**config.mk**
```make
export PLATFORM = sky130hd
export DESIGN_NAME = zjh_bas_gate
export DESIGN_NICKNAME = d
export VERILOG_FILES = /design/src/rtl/zjh_logic_pkg.sv /design/src/rtl/zjh_cp.sv /design/src/rtl/zjh_gate6.sv /design/src/rtl/zjh_jtd.sv /design/src/rtl/zjh_bas_gate.sv
export SDC_FILE = /design/constraint.sdc
export NUM_CORES = 1
export LEC_CHECK = 0
export ABC_AREA = 0
export CAP_MARGIN = 30
export CORE_UTILIZATION = 45
export DETAILED_ROUTE_END_ITERATION = 6
export PLACE_DENSITY = 0.88
export SYNTH_ARGS = -nofsm -noshare
export SYNTH_HDL_FRONTEND = slang
export SYNTH_SLANG_ARGS = --single-unit
```
**constraint.sdc**
```tcl
create_clock -name clk -period 3.5 [get_ports clk]
set_clock_uncertainty 0.1 [all_clocks]
set_input_delay 0.7 -clock clk [delete_from_list [all_inputs] [get_ports clk]]
set_output_delay 0.7 -clock clk [all_outputs]
set_load 0.05 [all_outputs]
```
**src/rtl/zjh_logic_pkg.sv**
```systemverilog
// zjh_logic_pkg: shared default counter width and the two decision functions.
`default_nettype none

package zjh_logic_pkg;

  localparam int CNT_W_DEFAULT = 8;

  // Lift passes when the chief referee and at least one side referee approve.
  function automatic logic f_cp(input logic a, input logic b, input logic c);
    return a & (b | c);
  endfunction

  // Lamp fault unless exactly one lamp is lit.
  function automatic logic f_jtd(input logic a, input logic b, input logic c);
    return ~(a ^ b ^ c) | (a & b & c);
  endfunction

endpackage

`default_nettype wire

```
**src/rtl/zjh_cp.sv**
```systemverilog
// zjh_cp: weightlifting-referee pass decision.
`default_nettype none

module zjh_cp
  import zjh_logic_pkg::*;
(
  input  logic a,
  input  logic b,
  input  logic c,
  output logic pass
);

  assign pass = f_cp(a, b, c);

endmodule

`default_nettype wire

```
**src/rtl/zjh_gate6.sv**
```systemverilog
// zjh_gate6: the six basic two-input gate functions, purely combinational.
`default_nettype none

module zjh_gate6 (
  input  logic a,
  input  logic b,
  output logic g_and,
  output logic g_or,
  output logic g_nand,
  output logic g_nor,
  output logic g_xor,
  output logic g_xnor
);

  assign g_and  = a & b;
  assign g_or   = a | b;
  assign g_nand = ~(a & b);
  assign g_nor  = ~(a | b);
  assign g_xor  = a ^ b;
  assign g_xnor = ~(a ^ b);

endmodule

`default_nettype wire

```
**src/rtl/zjh_jtd.sv**
```systemverilog
// zjh_jtd: traffic-light fault detector.
`default_nettype none

module zjh_jtd
  import zjh_logic_pkg::*;
(
  input  logic a,
  input  logic b,
  input  logic c,
  output logic fault
);

  assign fault = f_jtd(a, b, c);

endmodule

`default_nettype wire

```
**src/rtl/zjh_bas_gate.sv**
```systemverilog
// zjh_bas_gate: registered gate/decision outputs plus a saturating fault counter.
`default_nettype none

module zjh_bas_gate
  import zjh_logic_pkg::*;
#(
  parameter int CNT_W = CNT_W_DEFAULT
) (
  input  logic             clk,
  input  logic             rst,
  input  logic             a,
  input  logic             b,
  input  logic             c,
  output logic             y1,
  output logic             y2,
  output logic             y3,
  output logic             y4,
  output logic             y5,
  output logic             y6,
  output logic             y_cp,
  output logic             y_jtd,
  output logic [CNT_W-1:0] fault_cnt
);

  localparam logic [CNT_W-1:0] CNT_MAX = '1;
  localparam logic [CNT_W-1:0] CNT_ONE = {{(CNT_W-1){1'b0}}, 1'b1};

  logic g_and, g_or, g_nand, g_nor, g_xor, g_xnor;
  logic cp_comb, jtd_comb;

  zjh_gate6 u_gate6 (
    .a      (a),
    .b      (b),
    .g_and  (g_and),
    .g_or   (g_or),
    .g_nand (g_nand),
    .g_nor  (g_nor),
    .g_xor  (g_xor),
    .g_xnor (g_xnor)
  );

  zjh_cp u_cp (
    .a    (a),
    .b    (b),
    .c    (c),
    .pass (cp_comb)
  );

  zjh_jtd u_jtd (
    .a     (a),
    .b     (b),
    .c     (c),
    .fault (jtd_comb)
  );

  always_ff @(posedge clk) begin
    if (rst) begin
      y1        <= 1'b0;
      y2        <= 1'b0;
      y3        <= 1'b0;
      y4        <= 1'b0;
      y5        <= 1'b0;
      y6        <= 1'b0;
      y_cp      <= 1'b0;
      y_jtd     <= 1'b0;
      fault_cnt <= '0;
    end else begin
      y1    <= g_and;
      y2    <= g_or;
      y3    <= g_nand;
      y4    <= g_nor;
      y5    <= g_xor;
      y6    <= g_xnor;
      y_cp  <= cp_comb;
      y_jtd <= jtd_comb;
      // Counts the registered flag, so the count trails y_jtd by one cycle.
      if (y_jtd && (fault_cnt != CNT_MAX)) begin
        fault_cnt <= fault_cnt + CNT_ONE;
      end
    end
  end

endmodule

`default_nettype wire

```
# Word level (Yosys, flattened, before mapping)
# Cells that the tools add are included.
# totals
register_bits,16
inputBits,5
output_inout_bits,16
word_cells,24
# classes
addsub,1
n_eq_ne,1
n_bitwise,12
n_reduce_logical,1
# ops
cell,n
"adder 8 x 1 -> 8 bit, second input constant",1
"!= test 8 bit, second input constant",1
NOT 1 bit,4
bitwise AND 1 bit,3
OR 1 bit,3
bitwise XOR 1 bit,2
logical AND 1 bit,1

# Logic depth before layout (Yosys ltp)
# Gate-level depths: netlist of the first run.
# depth
ltp_word,4
depth_mapped,4
mapped_depth_nobuf,4

# Hierarchy
# From an unflattened synthesis of the first run, not the netlist that was laid out.
# hier_totals
cells_unflattened,76
area_unflattened_um2,762.0
# by_module_without_submodules
module,n_inst,cells_each,area_per_inst_um2,seq_area_each_um2
zjh_bas_gate,1,63,659.4,320.3
zjh_gate6,1,9,68.8,0.0
zjh_jtd,1,3,26.3,0.0
zjh_cp,1,1,7.5,0.0

# Worst setup path after synthesis of the first run
# Ideal clock, no wire load.
# synth_timing
path_type,reg-to-reg
start,register fault_cnt[0]
end,register fault_cnt[0]
setup_time_ns,0.121
t_arrival_ns,1.576
required_ns,3.279
path_slack_ns,1.703
stages_incl_launch_ff,5
path_buffers,0
synth_period_minus_slack_ns,1.797
path_cell_list,dfxtp_1 -> ha_1 -> and4_4 -> a21boi_2 -> mux2_4
# synth_between
elab_chain_cells,2
elab_cells_between_ends,3
cone_classes,add/sub (1); eq/ne (1); reduce/logical (1)
# synth_rtl
item,line_no,text
from (decl),zjh_bas_gate.sv:22,output logic [CNT_W-1:0] fault_cnt
from (signal assigned),zjh_bas_gate.sv:78,fault_cnt <= fault_cnt + CNT_ONE;
"parallel branches: the longest is 2 deep, another holds adder 8 x 1 -> 8 bit",n/a,
# Parallel ways; which one is timed is not known.
# A chain may end at the register's enable or synchronous reset.

# Worst setup path after layout of the first run
# layout_timing
start,register fault_cnt[2]
end,output fault_cnt[2]
# No word-level cell between the ends.

==> results of run 1 <==
==> worst min-delay path, stage by stage, from the launching register on <==
cell and delay, ns:
dfxtp_1 0.36, nand2b_1 0.08, mux2i_1 0.06
==> per-layer routing <==
metal	GRT usage (%)	up-vias	wire, um
met4	5.00	0	0
met1	23.4	261	590
met3	3.33	0	55
met2	27.8	20	646
met5	0	-	0
li1	-	284	-
==> synth_stat cells <==
library cell | count | area (um2)
a211oi_1 | 4 | 30.0
a21boi_0 | 1 | 7.51
a21boi_2 | 1 | 11.3
a21oi_1 | 7 | 35.0
a311oi_1 | 1 | 8.76
a31oi_1 | 1 | 6.26
and3_1 | 1 | 6.26
and3_4 | 1 | 11.3
and4_1 | 2 | 17.5
and4_4 | 1 | 11.3
and4b_1 | 1 | 10.0
buf_2 | 1 | 5.00
clkbuf_1 | 1 | 3.75
dfxtp_1 | 16 | 320
ha_1 | 3 | 37.5
inv_1 | 3 | 11.3
mux2_4 | 1 | 15.0
mux2i_1 | 1 | 10.0
nand2_1 | 1 | 3.75
nand2b_1 | 2 | 12.5
nand3_1 | 1 | 5.00
nand4_1 | 1 | 6.26
nor2_1 | 5 | 18.8
nor2b_1 | 4 | 25.0
nor3_1 | 4 | 20.0
o31a_1 | 1 | 8.76
==> path summary, 6_finish.rpt <==
kind | cells after the start | to | slack, ns
worst max-delay path | 1 | fault_cnt[2] | 1.12
worst min-delay path | 2 | fault_cnt[1] | 0.44
worst max register to register | 4 | fault_cnt[0] | 1.93
worst min register to register | 2 | fault_cnt[1] | 0.44
==> logic make-up (layout without fill, tap and decap cells) <==
| logic type | count (synthesis) | in the layout | synth area share (%) |
|---|---|---|---|
| buffers and inverters | 5 | 27 | 3.04 |
| multiplexers | 2 | 2 | 3.80 |
| adder cells (fa/ha/maj) | 3 | 3 | 5.70 |
| AND/OR/NAND/NOR | 24 | 24 | 22.4 |
| AO/OA/AOI/OAI | 16 | 16 | 16.4 |
| flip-flops | 16 | 16 | 48.7 |
==> metrics by stage <==
stage	setup WS, ns	hold slack, ns
after floorplan	1.70	0.625
after global placement	1.41	0.407
after detailed placement	1.38	0.422
after CTS	1.12	0.442
after global routing	1.05	0.472
final	1.12	0.441
==> registers in the layout, summed over array words and instances (netlist names) <==
name       flops
y_cp           1
y2             1
y3             1
y4             1
fault_cnt      8
y6             1
y1             1
y_jtd          1
y5             1
==> power by group through the flow <==
stage	sequential [W]	clock, W	combinational, W
after floorplan	0.000228	0	0.0000179
after global placement	0.000200	0	0.0000684
after detailed placement	0.000200	0	0.0000694
after CTS	0.000196	0.000122	0.0000696
after global routing	0.000197	0.000131	0.0000734
final	0.000196	0.000121	0.0000695
==> cell type report <==
class                           instances  area [um2]
Clock buffer                            4        36.3
Fill cell                             115         429
Inverter                                3        11.3
Multi-Input combinational cell         45         318
Sequential cell                        16         320
Tap cell                               15        18.8
Timing Repair Buffer                   20         200
==> results.json, run 1 <==
{
  "maxSlewHeadroom_pct": 62.3,
  "end_kind": "output pin",
  "detail_route.wl_per_cell_um": 12.5,
  "fin_util_pct": 67.8,
  "path_cells": "clkdlybuf4s50_1",
  "cts-resized-gates": 0,
  "syn_area_um2": 658,
  "path_class": "flip-flop to output pin",
  "clock_latency_ns": 0.28,
  "p_sw_share_pct": 27.5,
  "htree_levels": 1,
  "path_delay_family": "buffers and inverters",
  "final_area_um2": 905,
  "cellPowerDensity_nw_per_um2": 427,
  "drc": 0,
  "power_frac_comb_pct": 18.0,
  "critPathRequiredTime_ns": 2.70,
  "cts_buffer_depth": 2,
  "fin_crit_sh_pct": 68.1,
  "path_max_fanout": 8,
  "areaGrowthSynthToFinish_pct": 37.5,
  "drt_iter0_drc": 9,
  "dieArea_um2": 1620,
  "cts_sinks": 16,
  "slowest_delay_ns": 0.85,
  "cap_violations": 0,
  "final_common_cell": "clkdlybuf4s50_1",
  "post_cts_buffers": 0,
  "p_sw_w": 0.000106,
  "placed_area_um2": 868,
  "die_h_um": 40.2,
  "rows": 13,
  "fin_setup_tns_ns": 0,
  "grt_pass1_vias": 421,
  "vias": 565,
  "critPathArrivalTime_ns": 1.58,
  "io_pins": 21,
  "io_buffers": 20,
  "cts.clk_slew.worst_paths_ns": 0.10,
  "crit_slowest_cell": "clkdlybuf4s50_1",
  "antenna_cells": 0,
  "fp.coreArea_um2": 1330,
  "ys_seq_area_share_pct": 48.7,
  "hold_path_class": "flip-flop to flip-flop",
  "grt_usage_pct": 17.3,
  "dpl.hpwl_um": 939,
  "layoutNonFillerInstCount": 103,
  "hp-start": "fault_cnt[1]",
  "grt_start_max_net_pins": 19,
  "cts_hold_buf": 0,
  "grt_antenna_before_repair": 0,
  "synth-seq-cells": 16,
  "regToRegStartpoint": "fault_cnt[0]",
  "start_util_pct": 49.3,
  "intPower_w": 0.000280,
  "pwr-share-seq_pct": 50.7,
  "leakage_nw": 0.349,
  "postSynthNetCount": 74,
  "status": "finished, final reports clean",
  "totalWireLength_um": 1290,
  "cts_tree": "done",
  "vias_per_cell": 5.49,
  "die_w_um": 40.2,
  "final_cell_mix": "20 x clkdlybuf4s50_1, 16 x dfxtp_1, 7 x a21oi_1",
  "drv_slew": 0,
  "worstMarginPinSlew_ns": 0.564,
  "p_total_w": 0.000387,
  "ys_types": 26,
  "path_buf_inv": 1,
  "ir_drop_mv": 0.226,
  "final_nets": 97,
  "overflow": 0,
  "globalplace.congestion": 0.798,
  "grt_pass1_wl_um": 1860,
  "drtAntennaViolNets": 0,
  "yosys_warnings": 0,
  "synth.avg_cell_area_um2": 9.97,
  "period_minus_slack_ns": 2.38,
  "start_kind": "flip-flop",
  "drt-pass1-iter-count": 4,
  "hold_viol": 0,
  "clockRootBuffer": "clkbuf_4",
  "rsz0062_at_grt": "false",
  "drive_gt1_share_pct": 9.09,
  "placed_cells": 99,
  "startpoint": "fault_cnt[2]",
  "synthCells": 66,
  "cts_buffers": 3,
  "max_freq_mhz": 420,
  "setup_viol": 0,
  "p_clk_share_pct": 31.3
}
(Power assumes the default switching activity.)
==> run 2: changes to the inputs <==
--- a/config.mk
+++ b/config.mk
@@ -7,9 +7,9 @@
 export LEC_CHECK = 0
 export ABC_AREA = 0
 export CAP_MARGIN = 30
-export CORE_UTILIZATION = 45
+export CORE_UTILIZATION = 39
 export DETAILED_ROUTE_END_ITERATION = 6
-export PLACE_DENSITY = 0.88
+export PLACE_DENSITY = 0.82
 export SYNTH_ARGS = -nofsm -noshare
 export SYNTH_HDL_FRONTEND = slang
 export SYNTH_SLANG_ARGS = --single-unit
==> constraint.sdc (replaced) <==
create_clock -name clk -period 1.9 [get_ports clk]
set_clock_uncertainty 0.1 [all_clocks]
set_input_delay 0.38 -clock clk [delete_from_list [all_inputs] [get_ports clk]]
set_output_delay 0.38 -clock clk [all_outputs]
set_load 0.05 [all_outputs]
==> results.json, run 2 (synthesis gave the netlist of run 1 again) <==
{
  "status": "finished, final reports clean",
  "cts-resized-gates": 0,
  "max_freq_mhz": 629,
  "cellPowerDensity_nw_per_um2": 815,
  "grt_antenna_before_repair": 0,
  "cts_buffer_depth": 2,
  "io_pins": 21,
  "htree_levels": 1,
  "wl_met3_um": 59,
  "hold_viol": 0,
  "setup_viol": 0,
  "leakage_nw": 0.381,
  "dpl_worst_slack_ns": 0.120,
  "fin_crit_sh_pct": 83.6,
  "final_cell_mix": "17 x buf_4, 16 x dfxtp_1, 7 x a21oi_1",
  "cap_violations": 0,
  "top_layer_used": "met4",
  "vias": 559,
  "fin_util_pct": 56.7,
  "drive_gt1_share_pct": 28.1,
  "final_nets": 98,
  "rows": 14,
  "fill_cells": 148,
  "dpl.hpwl_um": 962,
  "drt-pass1-iter-count": 4,
  "maxSlewHeadroom_pct": 80.3,
  "grt_start_max_net_pins": 12,
  "clock_latency_ns": 0.28,
  "final_common_cell": "buf_4",
  "totalWireLength_um": 1310,
  "cts_sinks": 16,
  "start_kind": "flip-flop",
  "final_area_um2": 873,
  "setup_slack_ns": 0.311,
  "worstMarginPinSlew_ns": 0.294,
  "regMostFlops": "fault_cnt",
  "cts_buffers": 3,
  "critPathArrivalTime_ns": 1.67,
  "drc": 0,
  "clockRootBuffer": "clkbuf_4",
  "cts.clk_slew.worst_paths_ns": 0.10,
  "drv_slew": 0,
  "cts_hold_buf": 0,
  "start_util_pct": 42.7,
  "globalplace.congestion": 0.755,
  "ir_drop_mv": 0.461,
  "areaGrowthSynthToFinish_pct": 32.7,
  "hold_path_class": "flip-flop to flip-flop",
  "die_w_um": 43.1,
  "antenna_cells": 0,
  "path_max_fanout": 6,
  "vias_per_cell": 5.32,
  "rsz0062_at_grt": "false",
  "dieArea_um2": 1860,
  "path_class": "flip-flop to flip-flop",
  "fp.coreArea_um2": 1540,
  "drtAntennaViolNets": 0,
  "grt_pass1_vias": 455,
  "cts_tree": "done",
  "fin_setup_tns_ns": 0,
  "grt_usage_pct": 14.7,
  "drt_iter0_drc": 14,
  "die_h_um": 43.1,
  "placed_area_um2": 837,
  "largest_register_ffs": 8,
  "grt_pass1_wl_um": 1970,
  "end_kind": "flip-flop",
  "detail_route.wl_per_cell_um": 12.4,
  "critPathRequiredTime_ns": 1.99,
  "overflow": 0,
  "io_buffers": 20,
  "wl_met1_um": 624,
  "period_minus_slack_ns": 1.59,
  "wl_met2_um": 612,
  "post_cts_buffers": 0
}
## run 2: per-layer routing
layer  track usage (%)  vias up
met2              21.2       14
li1                  -      292
met5                 0        -
met3              5.11        2
met4              7.27        0
met1              19.4      251
## run 2: worst paths after layout
path | slack, ns | from | cells after the start | endpoint
max | 0.31 | fault_cnt[0] | 4 | fault_cnt[0]
min | 0.43 | fault_cnt[1] | 2 | fault_cnt[1]
max reg2reg | 0.31 | fault_cnt[0] | 4 | fault_cnt[0]
min reg2reg | 0.43 | fault_cnt[1] | 2 | fault_cnt[1]
## run 2: area by class of cell
cell class	count	area [um2]	area share, %
tap	16	20.0	2.29
timing repair buffer	21	168	19.2
clock buffer	4	36.3	4.15
inverter	3	11.3	1.29
sequential	16	320	36.7
multi-input combinational	45	318	36.4
## run 2: worst max-delay path: stages, from the launching register on
cell and delay (ns):
dfxtp_1 0.38, ha_1 0.27, and4_4 0.22, a21boi_2 0.20, mux2_4 0.31
## run 2: where the power goes
group / total (W) / internal, W / switching [W]
clock network: 0.000226 / 0.000117 / 0.000110
registers: 0.000362 / 0.000350 / 0.0000114
logic: 0.000124 / 0.0000452 / 0.0000788
## run 2: through the flow
step	hold slack [ns]	instances	total power, W
2_1_floorplan	0.427	66	0.000453
3_3_place_gp	0.404	101	0.000491
3_5_place_dp	0.415	101	0.000494
4_1_cts	0.432	105	0.000719
5_1_grt	0.460	105	0.000742
6_report	0.429	105	0.000712
==> run 3: changes to the inputs <==
==> constraint.sdc (replaced) <==
create_clock -name clk -period 1.4 [get_ports clk]
set_clock_uncertainty 0.1 [all_clocks]
set_input_delay 0.28 -clock clk [delete_from_list [all_inputs] [get_ports clk]]
set_output_delay 0.28 -clock clk [all_outputs]
set_load 0.05 [all_outputs]
==> results.json, run 3 (synthesis gave the netlist of run 1 again) <==
{
  "status": "finished, final reports clean",
  "final_common_cell": "buf_12",
  "worstMarginPinSlew_ns": 0.298,
  "fin_crit_sh_pct": 97.5,
  "start_kind": "flip-flop",
  "critPathRequiredTime_ns": 1.48,
  "drc": 0,
  "r2r_cells": 4,
  "drv_slew": 0,
  "grt_pass1_vias": 658,
  "cts-resized-gates": 0,
  "overflow": 0,
  "max_freq_mhz": 732,
  "clock_latency_ns": 0.28,
  "placed_cells": 110,
  "cts_buffer_depth": 2,
  "die_w_um": 43.1,
  "ir_drop_mv": 0.724,
  "layoutNonFillerInstCount": 114,
  "final_nets": 107,
  "grt_usage_pct": 21.0,
  "detail_route.wl_per_cell_um": 16.6,
  "htree_levels": 1,
  "largest_register_ffs": 8,
  "hp-start": "fault_cnt[5]",
  "die_h_um": 43.1,
  "p_sw_share_pct": 27.8,
  "drt_iter0_drc": 25,
  "cap_violations": 0,
  "rsz0062_at_grt": "false",
  "worstReg2RegEnd": "fault_cnt[0]",
  "end_kind": "flip-flop",
  "hold_slack_ns": 0.455,
  "cellPowerDensity_nw_per_um2": 889,
  "regMostFlops": "fault_cnt",
  "final_cell_mix": "16 x buf_12, 10 x buf_4, 7 x a21oi_1, 7 x dfxtp_2, 7 x dfxtp_1",
  "critPathArrivalTime_ns": 1.45,
  "cts.clk_slew.worst_paths_ns": 0.09,
  "areaGrowthSynthToFinish_pct": 81.7,
  "hold_depth": 1,
  "drtAntennaViolNets": 0,
  "rrSetupSlack_ns": 0.03,
  "p_sw_w": 0.000296,
  "totalWireLength_um": 1890,
  "path_max_fanout": 2,
  "clockRootBuffer": "clkbuf_4",
  "intPower_w": 0.000768,
  "regToRegStartpoint": "fault_cnt[1]",
  "cts_buffers": 3,
  "setup_viol": 0,
  "cts_tree": "done",
  "cts_hold_buf": 0,
  "p_clk_share_pct": 28.9,
  "post_cts_buffers": 0,
  "fin_setup_tns_ns": 0,
  "drt-pass1-iter-count": 5,
  "maxSlewHeadroom_pct": 79.9,
  "drive_gt1_share_pct": 48.0,
  "fp.coreArea_um2": 1540,
  "grt_start_max_net_pins": 10,
  "vias": 657,
  "path_class": "flip-flop to flip-flop",
  "hold_path_class": "flip-flop to flip-flop",
  "globalplace.congestion": 0.834,
  "dpl.hpwl_um": 1340,
  "hold_viol": 0,
  "io_buffers": 20,
  "vias_per_cell": 5.76,
  "leakage_nw": 0.483,
  "antenna_cells": 0,
  "rows": 14,
  "holdPathEnd": "fault_cnt[5]",
  "pwr-share-seq_pct": 47.0,
  "grt_pass1_wl_um": 2930,
  "power_frac_comb_pct": 24.1,
  "io_pins": 21,
  "start_util_pct": 42.7,
  "dieArea_um2": 1860,
  "period_minus_slack_ns": 1.37,
  "grt_antenna_before_repair": 0,
  "p_total_w": 0.00106,
  "cts_sinks": 16,
  "fin_util_pct": 77.6
}
-- run 3: how the worst max path moves through the flow --
stage	startpoint	depth (start not counted)	endpoint	slack, ns
finish	fault_cnt[1]	4	fault_cnt[0]	0.03
global route	fault_cnt[1]	5	fault_cnt[5]	0.004
CTS	fault_cnt[1]	4	fault_cnt[0]	0.01
detailed placement	a	4	y_jtd	-0.29
global placement	a	4	y_jtd	-0.24
floorplan	fault_cnt[1]	4	fault_cnt[0]	-0.07
-- run 3: power by group through the flow --
stage | sequential (W) | combinational, W | clock, W
after global placement | 0.000508 | 0.000243 | 0
after global routing | 0.000502 | 0.000267 | 0.000337
after CTS | 0.000499 | 0.000251 | 0.000311
final | 0.000500 | 0.000256 | 0.000307
after detailed placement | 0.000509 | 0.000250 | 0
after floorplan | 0.000574 | 0.0000460 | 0
-- run 3: area by class of cell --
cell class                      count  area (um2)
Clock buffer                        4        36.3
Fill cell                          85         345
Timing Repair Buffer               30         435
Sequential cell                    16         337
Multi-Input combinational cell     45         357
Inverter                            3        11.3
Tap cell                           16        20.0
-- run 3: worst max-delay path, stage by stage, from the launching register on --
cell	delay [ns]
dfxtp_4	0.36
ha_4	0.15
and4_4	0.20
a21boi_4	0.15
mux2_4	0.31
-- run 3: routing by layer --
metal / wire length (um) / track usage [%]
met4: 63 / 10.3
met3: 125 / 4.26
met1: 682 / 22.6
met2: 1020 / 38.2
met5: 0 / 0
-- run 3: through the flow --
| step | setup WS, ns | area [um2] |
|---|---|---|
| global route | 0.00447 | 1200 |
| global placement | -0.238 | 1130 |
| CTS | 0.00986 | 1170 |
| finish | 0.0344 | 1200 |
| floorplan | -0.0651 | 687 |
| detailed placement | -0.286 | 1130 |
